--- src/rtl/ysyx_23060062_alu_pkg.sv ---
// Shared definitions for the serial ALU units.
// Contents: subtract-unit op encodings, FSM state encodings, default widths
// and helpers that derive the cycle count and counter width.
package ysyx_23060062_alu_pkg;

    // Operation encodings for ysyx_23060062_sub_serial; 2'b11 behaves as SUB.
    localparam logic [1:0] SUB_OP_SUB  = 2'b00;
    localparam logic [1:0] SUB_OP_SLT  = 2'b01;
    localparam logic [1:0] SUB_OP_SLTU = 2'b10;

    typedef enum logic [1:0] {
        ST_IDLE = 2'd0,
        ST_BUSY = 2'd1,
        ST_DONE = 2'd2
    } sub_state_e;

    localparam int unsigned SUB_XLEN  = 32;
    localparam int unsigned SUB_CHUNK = 4;

    // Number of chunk cycles needed to cover the whole operand.
    function automatic int unsigned sub_ncyc(input int unsigned xlen, input int unsigned chunk);
        return xlen / chunk;
    endfunction

    // Counter width; at least one bit even for a single-cycle configuration.
    function automatic int unsigned sub_cnt_w(input int unsigned ncyc);
        return (ncyc > 1) ? $clog2(ncyc) : 1;
    endfunction

    localparam int unsigned SUB_NCYC  = sub_ncyc(SUB_XLEN, SUB_CHUNK);
    localparam int unsigned SUB_CNT_W = sub_cnt_w(SUB_NCYC);

endpackage

--- src/rtl/ysyx_23060062_sub_chunk.sv ---
// CHUNK-bit combinational subtract slice: diff = a + ~b + cin.
// Ports:
//   a, b  - minuend / subtrahend slices
//   cin   - incoming carry (1 for the first slice of a subtraction)
//   diff  - slice difference
//   cout  - outgoing carry (0 means a borrow out of this slice)
module ysyx_23060062_sub_chunk #(
    parameter int unsigned CHUNK = 4
) (
    input  logic [CHUNK-1:0] a,
    input  logic [CHUNK-1:0] b,
    input  logic             cin,
    output logic [CHUNK-1:0] diff,
    output logic             cout
);

    logic [CHUNK-1:0] nb;
    logic [CHUNK:0]   c;

    assign nb   = ~b;
    assign c[0] = cin;

    for (genvar i = 0; i < CHUNK; i++) begin : g_fa
        assign diff[i]  = a[i] ^ nb[i] ^ c[i];
        assign c[i + 1] = (a[i] & nb[i]) | (c[i] & (a[i] ^ nb[i]));
    end

    assign cout = c[CHUNK];

endmodule

--- src/rtl/ysyx_23060062_sub_serial.sv ---
// Multi-cycle serial SUB / SLT / SLTU unit, CHUNK bits per cycle, LSB first.
// Ports:
//   clk, rst_n           - clock, synchronous active-low reset
//   in_valid / in_ready  - request handshake (op, src1, src2)
//   out_valid / out_ready- result handshake (result, borrow[, zero])
//   result               - difference, or {0, lt} for compares
//   borrow               - 1 when src1 < src2 unsigned
// Optional: define YSYX_23060062_SUB_ZERO_EN to add output 'zero', set when
// the full difference is zero regardless of op.
module ysyx_23060062_sub_serial
    import ysyx_23060062_alu_pkg::*;
#(
    parameter int unsigned XLEN  = SUB_XLEN,
    parameter int unsigned CHUNK = SUB_CHUNK
) (
    input  logic            clk,
    input  logic            rst_n,
    input  logic            in_valid,
    output logic            in_ready,
    input  logic [1:0]      op,
    input  logic [XLEN-1:0] src1,
    input  logic [XLEN-1:0] src2,
    output logic            out_valid,
    input  logic            out_ready,
    output logic [XLEN-1:0] result,
`ifdef YSYX_23060062_SUB_ZERO_EN
    output logic            zero,
`endif
    output logic            borrow
);

    localparam int unsigned     NCYC     = sub_ncyc(XLEN, CHUNK);
    localparam int unsigned     CNT_W    = sub_cnt_w(NCYC);
    localparam logic [CNT_W-1:0] CNT_LAST = CNT_W'(NCYC - 1);

    sub_state_e      state_q, state_d;
    logic [CNT_W-1:0] cnt_q, cnt_d;
    logic            carry_q, carry_d;
    logic [1:0]      op_q, op_d;
    logic [XLEN-1:0] a_q, a_d, b_q, b_d, diff_q, diff_d, result_q, result_d;
    logic            borrow_q, borrow_d, out_valid_q, out_valid_d;
`ifdef YSYX_23060062_SUB_ZERO_EN
    logic            zero_q, zero_d;
`endif

    logic [CHUNK-1:0] chunk_diff;
    logic             chunk_cout;
    logic             lt_slt;

    ysyx_23060062_sub_chunk #(
        .CHUNK (CHUNK)
    ) u_chunk (
        .a    (a_q[cnt_q * CHUNK +: CHUNK]),
        .b    (b_q[cnt_q * CHUNK +: CHUNK]),
        .cin  (carry_q),
        .diff (chunk_diff),
        .cout (chunk_cout)
    );

    always_comb begin
        state_d     = state_q;
        cnt_d       = cnt_q;
        carry_d     = carry_q;
        op_d        = op_q;
        a_d         = a_q;
        b_d         = b_q;
        diff_d      = diff_q;
        result_d    = result_q;
        borrow_d    = borrow_q;
        out_valid_d = out_valid_q;
        lt_slt      = 1'b0;
`ifdef YSYX_23060062_SUB_ZERO_EN
        zero_d      = zero_q;
`endif

        unique case (state_q)
            ST_IDLE: begin
                if (in_valid) begin
                    a_d     = src1;
                    b_d     = src2;
                    op_d    = op;
                    carry_d = 1'b1;
                    cnt_d   = '0;
`ifdef YSYX_23060062_SUB_ZERO_EN
                    zero_d  = 1'b1;
`endif
                    state_d = ST_BUSY;
                end
            end
            ST_BUSY: begin
                diff_d[cnt_q * CHUNK +: CHUNK] = chunk_diff;
                carry_d = chunk_cout;
                cnt_d   = cnt_q + CNT_W'(1);
`ifdef YSYX_23060062_SUB_ZERO_EN
                zero_d  = zero_q & ~(|chunk_diff);
`endif
                if (cnt_q == CNT_LAST) begin
                    // Operand signs differ: result sign is meaningless, a's sign decides.
                    lt_slt = (a_q[XLEN-1] ^ b_q[XLEN-1]) ? a_q[XLEN-1] : diff_d[XLEN-1];
                    borrow_d = ~chunk_cout;
                    if (op_q == SUB_OP_SLT) begin
                        result_d = {{(XLEN-1){1'b0}}, lt_slt};
                    end else if (op_q == SUB_OP_SLTU) begin
                        result_d = {{(XLEN-1){1'b0}}, ~chunk_cout};
                    end else begin
                        result_d = diff_d;
                    end
                    out_valid_d = 1'b1;
                    state_d     = ST_DONE;
                end
            end
            ST_DONE: begin
                if (out_ready) begin
                    out_valid_d = 1'b0;
                    state_d     = ST_IDLE;
                end
            end
            default: state_d = ST_IDLE;
        endcase
    end

    always_ff @(posedge clk) begin
        if (!rst_n) begin
            state_q     <= ST_IDLE;
            cnt_q       <= '0;
            carry_q     <= 1'b0;
            op_q        <= SUB_OP_SUB;
            a_q         <= '0;
            b_q         <= '0;
            diff_q      <= '0;
            result_q    <= '0;
            borrow_q    <= 1'b0;
            out_valid_q <= 1'b0;
`ifdef YSYX_23060062_SUB_ZERO_EN
            zero_q      <= 1'b0;
`endif
        end else begin
            state_q     <= state_d;
            cnt_q       <= cnt_d;
            carry_q     <= carry_d;
            op_q        <= op_d;
            a_q         <= a_d;
            b_q         <= b_d;
            diff_q      <= diff_d;
            result_q    <= result_d;
            borrow_q    <= borrow_d;
            out_valid_q <= out_valid_d;
`ifdef YSYX_23060062_SUB_ZERO_EN
            zero_q      <= zero_d;
`endif
        end
    end

    assign in_ready  = (state_q == ST_IDLE);
    assign out_valid = out_valid_q;
    assign result    = result_q;
    assign borrow    = borrow_q;
`ifdef YSYX_23060062_SUB_ZERO_EN
    assign zero      = zero_q;
`endif

endmodule

--- config.mk ---
export PLATFORM = sky130hd
export DESIGN_NAME = ysyx_23060062_sub_serial
export DESIGN_NICKNAME = d
export VERILOG_FILES = /design/src/rtl/ysyx_23060062_alu_pkg.sv /design/src/rtl/ysyx_23060062_sub_chunk.sv /design/src/rtl/ysyx_23060062_sub_serial.sv
export SDC_FILE = /design/constraint.sdc
export NUM_CORES = 1
export LEC_CHECK = 0
export BUFFER_PORTS_ARGS = -buffer_cell sky130_fd_sc_hd__buf_2
export CAP_MARGIN = 20
export CORE_UTILIZATION = 55
export CTS_CLUSTER_DIAMETER = 120
export DETAILED_ROUTE_END_ITERATION = 16
export PLACE_DENSITY_LB_ADDON = 0.25
export SKIP_LAST_GASP = 1
export SLEW_MARGIN = 20
export SYNTH_ARGS = -nofsm -noshare
export SYNTH_HDL_FRONTEND = slang
export SYNTH_SLANG_ARGS = --single-unit
--- constraint.sdc ---
create_clock -name clk -period 7.8 [get_ports clk]
set_input_delay 1.17 -clock clk [delete_from_list [all_inputs] [get_ports clk]]
set_output_delay 1.17 -clock clk [all_outputs]
set_load 0.01 [all_outputs]
# Word level (Yosys, flattened, before mapping)
# Index checks and enable logic that the tools add are counted.
[totals]
elab_cells = 70
input_bits = 70
regBits = 138
[classes]
shift = 4
bitwise_logic = 23
mux = 15
eq_ne = 8
n_addsub = 2
n_reduce_logical = 8
[ops]
columns = ["op", "count"]
rows = [
  ["$mux 32", 2],
  ["$shiftx 32x6->4", 2],
  ["$neg 5->34", 1],
  ["$shift 4x34->32 const A", 1],
  ["$shiftx 4x34->32", 1],
  ["$bwmux 32", 1],
  ["$xor 1x1->1", 9],
  ["$and 1x1->1", 8],
  ["$mux 2", 3],
  ["$ne 2x2->1 const B", 3],
  ["$pmux 2 s3", 1],
  ["$pmux 3 s2", 1],
  ["$reduce_and 2->1", 3],
  ["$reduce_and 3->1", 2],
  ["$eq 2x1->1 const B", 2],
  ["$eq 2x2->1 const B", 2],
  ["$mux 1", 4],
  ["$not 4->4", 1],
  ["$or 1x1->1", 4],
  ["$pmux 1 s2", 2],
  ["$reduce_bool 2->1", 2],
  ["$add 3x1->3 const B", 1],
  ["$eq 3x3->1 const B", 1],
  ["$mux 3", 1],
  ["2 further kinds", 2],
]

# Logic depth before layout (Yosys ltp)
[depth]
word_depth = 14
mapped_depth = 14
ltp_nobuf = 12

# Hierarchy
# A second synthesis with hierarchy kept.
[hier_totals]
hier_cells = 707
hier_area_um2 = 6165.9
[modules_own_cells]
columns = ["module", "area_per_inst_um2", "cells_each", "instances"]
rows = [
  ["ysyx_23060062_sub_serial", 6048.3, 693, 1],
  ["ysyx_23060062_sub_chunk", 117.6, 14, 1],
]

# Worst setup path before layout
# Ideal clock, no wire load.
[synth_path]
path_type = "register to register"
startpoint = "register cnt_q[0]"
endpoint = "register result_q[0] (netlist: result[0])"
setup_slack_ns = 4.072
path_stages_with_launch = 15
setup_time_ns = 0.129
arrival_ns = 3.599
path_cell_list = "dfxtp_1 -> buf_6 -> buf_4 -> mux4_2 -> nand2_1 -> nand2_1 -> fa_1 -> inv_1 -> fa_1 -> inv_1 -> fa_1 -> fa_1 -> and4b_1 -> o311ai_1 -> nand3_1"
[synth_via]
elab_chain_cells = 14
word_cells_on_any_way = 33
[synth_rtl]
columns = ["item", "line_no", "text"]
rows = [
  ["from (decl)", "ysyx_23060062_sub_serial.sv:37", "logic [CNT_W-1:0] cnt_q, cnt_d;"],
  ["from (signal assigned)", "ysyx_23060062_sub_serial.sv:139", "cnt_q <= cnt_d;"],
  ["$shiftx 32x6->4", "ysyx_23060062_sub_serial.sv:54", ".b (b_q[cnt_q * CHUNK +: CHUNK]),"],
  ["$not 4->4", "ysyx_23060062_sub_chunk.sv:20", "assign nb = ~b;"],
  ["$xor 1x1->1", "ysyx_23060062_sub_chunk.sv:24, ysyx_23060062_sub_chunk.sv:25", ""],
  ["$and 1x1->1", "ysyx_23060062_sub_chunk.sv:25", "assign c[i + 1] = (a[i] & nb[i]) | (c[i] & (a[i] ^ nb[i]));"],
  ["$or 1x1->1", "ysyx_23060062_sub_chunk.sv:25", ""],
  ["$and 1x1->1", "ysyx_23060062_sub_chunk.sv:25", ""],
  ["$or 1x1->1", "ysyx_23060062_sub_chunk.sv:25", ""],
  ["$and 1x1->1", "ysyx_23060062_sub_chunk.sv:25", ""],
  ["$or 1x1->1", "ysyx_23060062_sub_chunk.sv:25", ""],
  ["$xor 1x1->1 / $and 1x1->1 (equally long branches)", "ysyx_23060062_sub_chunk.sv:24, ysyx_23060062_sub_chunk.sv:25", ""],
  ["$shiftx 4x34->32 / $or 1x1->1 (equally long branches)", "ysyx_23060062_sub_serial.sv:91, ysyx_23060062_sub_chunk.sv:25", ""],
  ["$bwmux 32 / $not 1->1 (equally long branches)", "ysyx_23060062_sub_serial.sv:91, ysyx_23060062_sub_serial.sv:104", ""],
  ["$mux 32 / $mux 1 (equally long branches)", "ysyx_23060062_sub_serial.sv:103, ysyx_23060062_sub_serial.sv:99", ""],
  ["$mux 32", "ysyx_23060062_sub_serial.sv:101", "if (op_q == SUB_OP_SLT) begin"],
  ["to (signal assigned)", "ysyx_23060062_sub_serial.sv:145", "result_q <= result_d;"],
  ["to (decl)", "ysyx_23060062_sub_serial.sv:40", "logic [XLEN-1:0] a_q, a_d, b_q, b_d, diff_q, diff_d, result_q, result_d;"],
]
# Parallel ways exist; a longest one is shown, timed or not.
# A chain may end at the register's enable or synchronous reset.

# Final worst setup path
[layout_path]
startpoint = "register cnt_q[0]"
endpoint = "register result_q[31] (netlist: result[31])"
[layout_via]
elab_chain_cells = 14
word_cells_on_any_way = 28
[layout_rtl]
columns = ["item", "line_no", "text"]
rows = [
  ["$shiftx 32x6->4", "ysyx_23060062_sub_serial.sv:54", ""],
  ["$not 4->4", "ysyx_23060062_sub_chunk.sv:20", ""],
  ["$xor 1x1->1", "ysyx_23060062_sub_chunk.sv:24, ysyx_23060062_sub_chunk.sv:25", ""],
  ["$and 1x1->1", "ysyx_23060062_sub_chunk.sv:25", ""],
  ["$or 1x1->1", "ysyx_23060062_sub_chunk.sv:25", ""],
  ["$and 1x1->1", "ysyx_23060062_sub_chunk.sv:25", ""],
  ["$or 1x1->1", "ysyx_23060062_sub_chunk.sv:25", ""],
  ["$and 1x1->1", "ysyx_23060062_sub_chunk.sv:25", ""],
  ["$or 1x1->1", "ysyx_23060062_sub_chunk.sv:25", ""],
  ["$xor 1x1->1", "ysyx_23060062_sub_chunk.sv:24", "assign diff[i] = a[i] ^ nb[i] ^ c[i];"],
  ["$shiftx 4x34->32", "ysyx_23060062_sub_serial.sv:91", "diff_d[cnt_q * CHUNK +: CHUNK] = chunk_diff;"],
  ["$bwmux 32", "ysyx_23060062_sub_serial.sv:91", ""],
  ["$mux 32", "ysyx_23060062_sub_serial.sv:103", "end else if (op_q == SUB_OP_SLTU) begin"],
  ["$mux 32", "ysyx_23060062_sub_serial.sv:101", ""],
]
# Parallel ways exist; a longest one is shown, timed or not.

==> flow_summary.yaml <==
run_status:
  status: "complete, no violations"
die:
  start_util_pct: 56.3
  row_count: 38
  dieArea_um2: 11500
  boundaryPins: 105
  core_area_um2: 10800
  die_h_um: 107
  die_width_um: 107
final_layout:
  drive_gt1_share_pct: 21.8
  nNetsFinal: 854
  area_growth_pct: 18.0
  fillers: 902
  diodes: 0
  postLayoutCellArea_um2: 7210
  fin_util_pct: 66.5
worst_setup_path:
  ff2ff_setup_slack_ns: 4.02
  r2r-end: "result[31]$_SDFFE_PN0P_"
  startpoint: "cnt_q[0]$_SDFFE_PN0P_"
  worstPathRequired_ns: 8.24
  crit_end: "result[31]$_SDFFE_PN0P_"
  cp-start-kind: "flop"
  r2r_start: "cnt_q[0]$_SDFFE_PN0P_"
  reg2reg_depth: 12
  worst-setup-path-type: "reg -> reg"
  cp-end-kind: "flop"
  cp_max_fo: 14
  cp.arrival_ns: 4.22
clocking:
  cts_resized: 0
  cts_max_path_buffers: 2
  htreeDepth: 4
  numCtsBuffers: 17
  clock_latency_ns: 0.53
  hold_buffers: 0
  cts_root_buf: "clkbuf_8"
  cts.sinks: 138
  path_clk_slew_ns: 0.06
  post_cts_buffers: 0
  cts_tree: "built"
synth:
  synth_cell_types: 53
  postSynthAreaPerCell_um2: 8.79
  ys_ff_latch: 138
  synth_ff_type: "dfxtp_1"
  yosys.area.top_type_share_pct: 45.2
  synth_edf_count: 0
  syn_nets: 776
  synthTopCellsByCount: "186 x nand2_1, 138 x dfxtp_1, 101 x a21oi_1"
  yosysTopAreaCell: "dfxtp_1"
  synth.area.top_cells: "dfxtp_1 45%, nand2_1 11%, a21oi_1 8.3%"
  async_flop_share_pct: 0
  synth_seq_area_share_pct: 45.2
  yosysWarnings: 0
  synth_area_um2: 6110
  yosysMostFrequentCell: "nand2_1"
  syn_inst: 695
sta:
  period_needed_ns: 3.78
  worst_slew_pin_slew_ns: 0.996
  fin_crit_sh_pct: 48.5
  hold_violations: 0
  fin_hold_ws_ns: 0.444
  maxSlewViolCount: 0
  relSlewSlack_pct: 33.6
  fin_tns_setup_ns: 0
  fin_skew_ns: 0.0164
  fmax_ghz: 0.265
  rsz0062_at_grt: "no"
  setup_viol: 0
placed_design:
  numPortBuffers: 104
  post_dp_cell_area_um2: 6630
  place.gp.congestion: 0.817
  dp_hpwl_um: 9380
power:
  p_total_uw: 1750
  power_density_nw_per_um2: 242
  power_leakage_uw: 0.00295
  ir_worst_vdd_mv: 0.127
detailed_routing:
  drt-pass1-iter-count: 5
  drt-vias-per-instance: 5.63
  drc_errors: 0
  drtIter0Drc: 275
  vias: 5213
  routed_wirelength_um: 14000
  detail_route.wl_per_cell_um: 15.2
  antenna_left: 0
min_path:
  worstHoldPathCells: 2
  min_path_type: "reg -> reg"
global_routing:
  track_usage_pct: 25.8
  grt_pass1_vias: 4824
  grt_overflow: 0
  grt_max_degree: 98
  antenna_found_initial: 0
  grt_pass1_wl_um: 22900
job:
  max-cap-violations: 0
[through the flow]
step | instances | setup slack (ns)
floorplan | 695 | 4.07
CTS | 926 | 4.00
global route | 926 | 3.79
finish | 926 | 4.02
global placement | 894 | 4.12
detailed placement | 894 | 3.99
[power by group]
group	total, µW	internal (µW)	switching [µW]
Combinational	197	78.1	118
Clock	792	463	329
Sequential	760	738	21.4
Total	1750	1280	469
[registers in the layout, summed over array words and instances (netlist names)]
| register | count |
|---|---|
| a_q | 32 |
| b_q | 32 |
| borrow | 1 |
| carry_q | 1 |
| cnt_q | 3 |
| diff_q | 32 |
| op_q | 2 |
| out_valid | 1 |
| result | 32 |
| state_q | 2 |
[cell type report]
class	instances	area [µm²]	share of cell area (%)
clock buffer	18	418	5.80
tap	140	175	2.43
sequential	138	2760	38.3
clock inverter	14	164	2.27
multi-input combinational	500	3110	43.1
inverter	7	26.3	0.364
timing repair buffer	109	558	7.74
[per-layer routing]
layer  global-route usage, %  vias up  part of all wire [%]
met5                       0        -                     0
li1                        -     2561                     -
met4                    11.2        0                   2.9
met2                    43.0      175                    49
met1                    31.4     2442                    43
met3                    6.54       35                   5.0
[layout by cell type (no fill, tap or decap), types with 3 or more instances in the layout]
cell	netlist	routed
nand2b_1	4	4
and4b_1	4	4
nor2b_1	4	3
buf_2	13	104
mux4_2	12	12
mux4_1	4	4
nand3_1	13	13
buf_4	2	5
nand2_1	186	185
nor3_1	6	6
fa_1	4	4
inv_1	5	5
inv_6	0	3
ha_1	7	7
a311oi_1	3	3
dfxtp_1	138	137
nor2_1	26	26
o21ai_0	36	36
o21ai_1	14	14
mux2i_1	30	30
o21a_1	4	4
clkbuf_16	0	16
a211o_1	3	3
a21oi_1	101	101
clkinv_4	0	4
[how the worst min path moves through the flow]
stage,from,end,slack (ns)
after floorplan,a_q[4]$_SDFFE_PN0P_,a_q[4]$_SDFFE_PN0P_,0.43
after global placement,result[20]$_SDFFE_PN0P_,result[20]$_SDFFE_PN0P_,0.43
after detailed placement,result[12]$_SDFFE_PN0P_,result[12]$_SDFFE_PN0P_,0.44
after CTS,result[28]$_SDFFE_PN0P_,result[28]$_SDFFE_PN0P_,0.45
after global routing,result[30]$_SDFFE_PN0P_,result[30]$_SDFFE_PN0P_,0.47
final,result[28]$_SDFFE_PN0P_,result[28]$_SDFFE_PN0P_,0.44
[kinds of logic after synthesis]
kind of cell	after synthesis	share of synthesized area (%)
DFF	138	45.2
and+or+nand+nor	266	20.4
xor gates and xnor gates	2	0.287
buffers and inverters	57	4.14
muxes	46	11.1
adders and majority gates	11	2.74
AOI/OAI and AO/OA	175	16.2
[worst max-delay path: stages, from the launching register on]
cell and delay [ns]:
dfxtp_2 0.61, mux4_1 0.61, nand2_1 0.08, nand2_1 0.08
fa_1 0.39, inv_1 0.07, fa_1 0.17, inv_1 0.05
fa_1 0.38, fa_1 0.64, and4b_1 0.32, o21ai_0 0.10
a21oi_1 0.19
(Power assumes the default switching activity.)
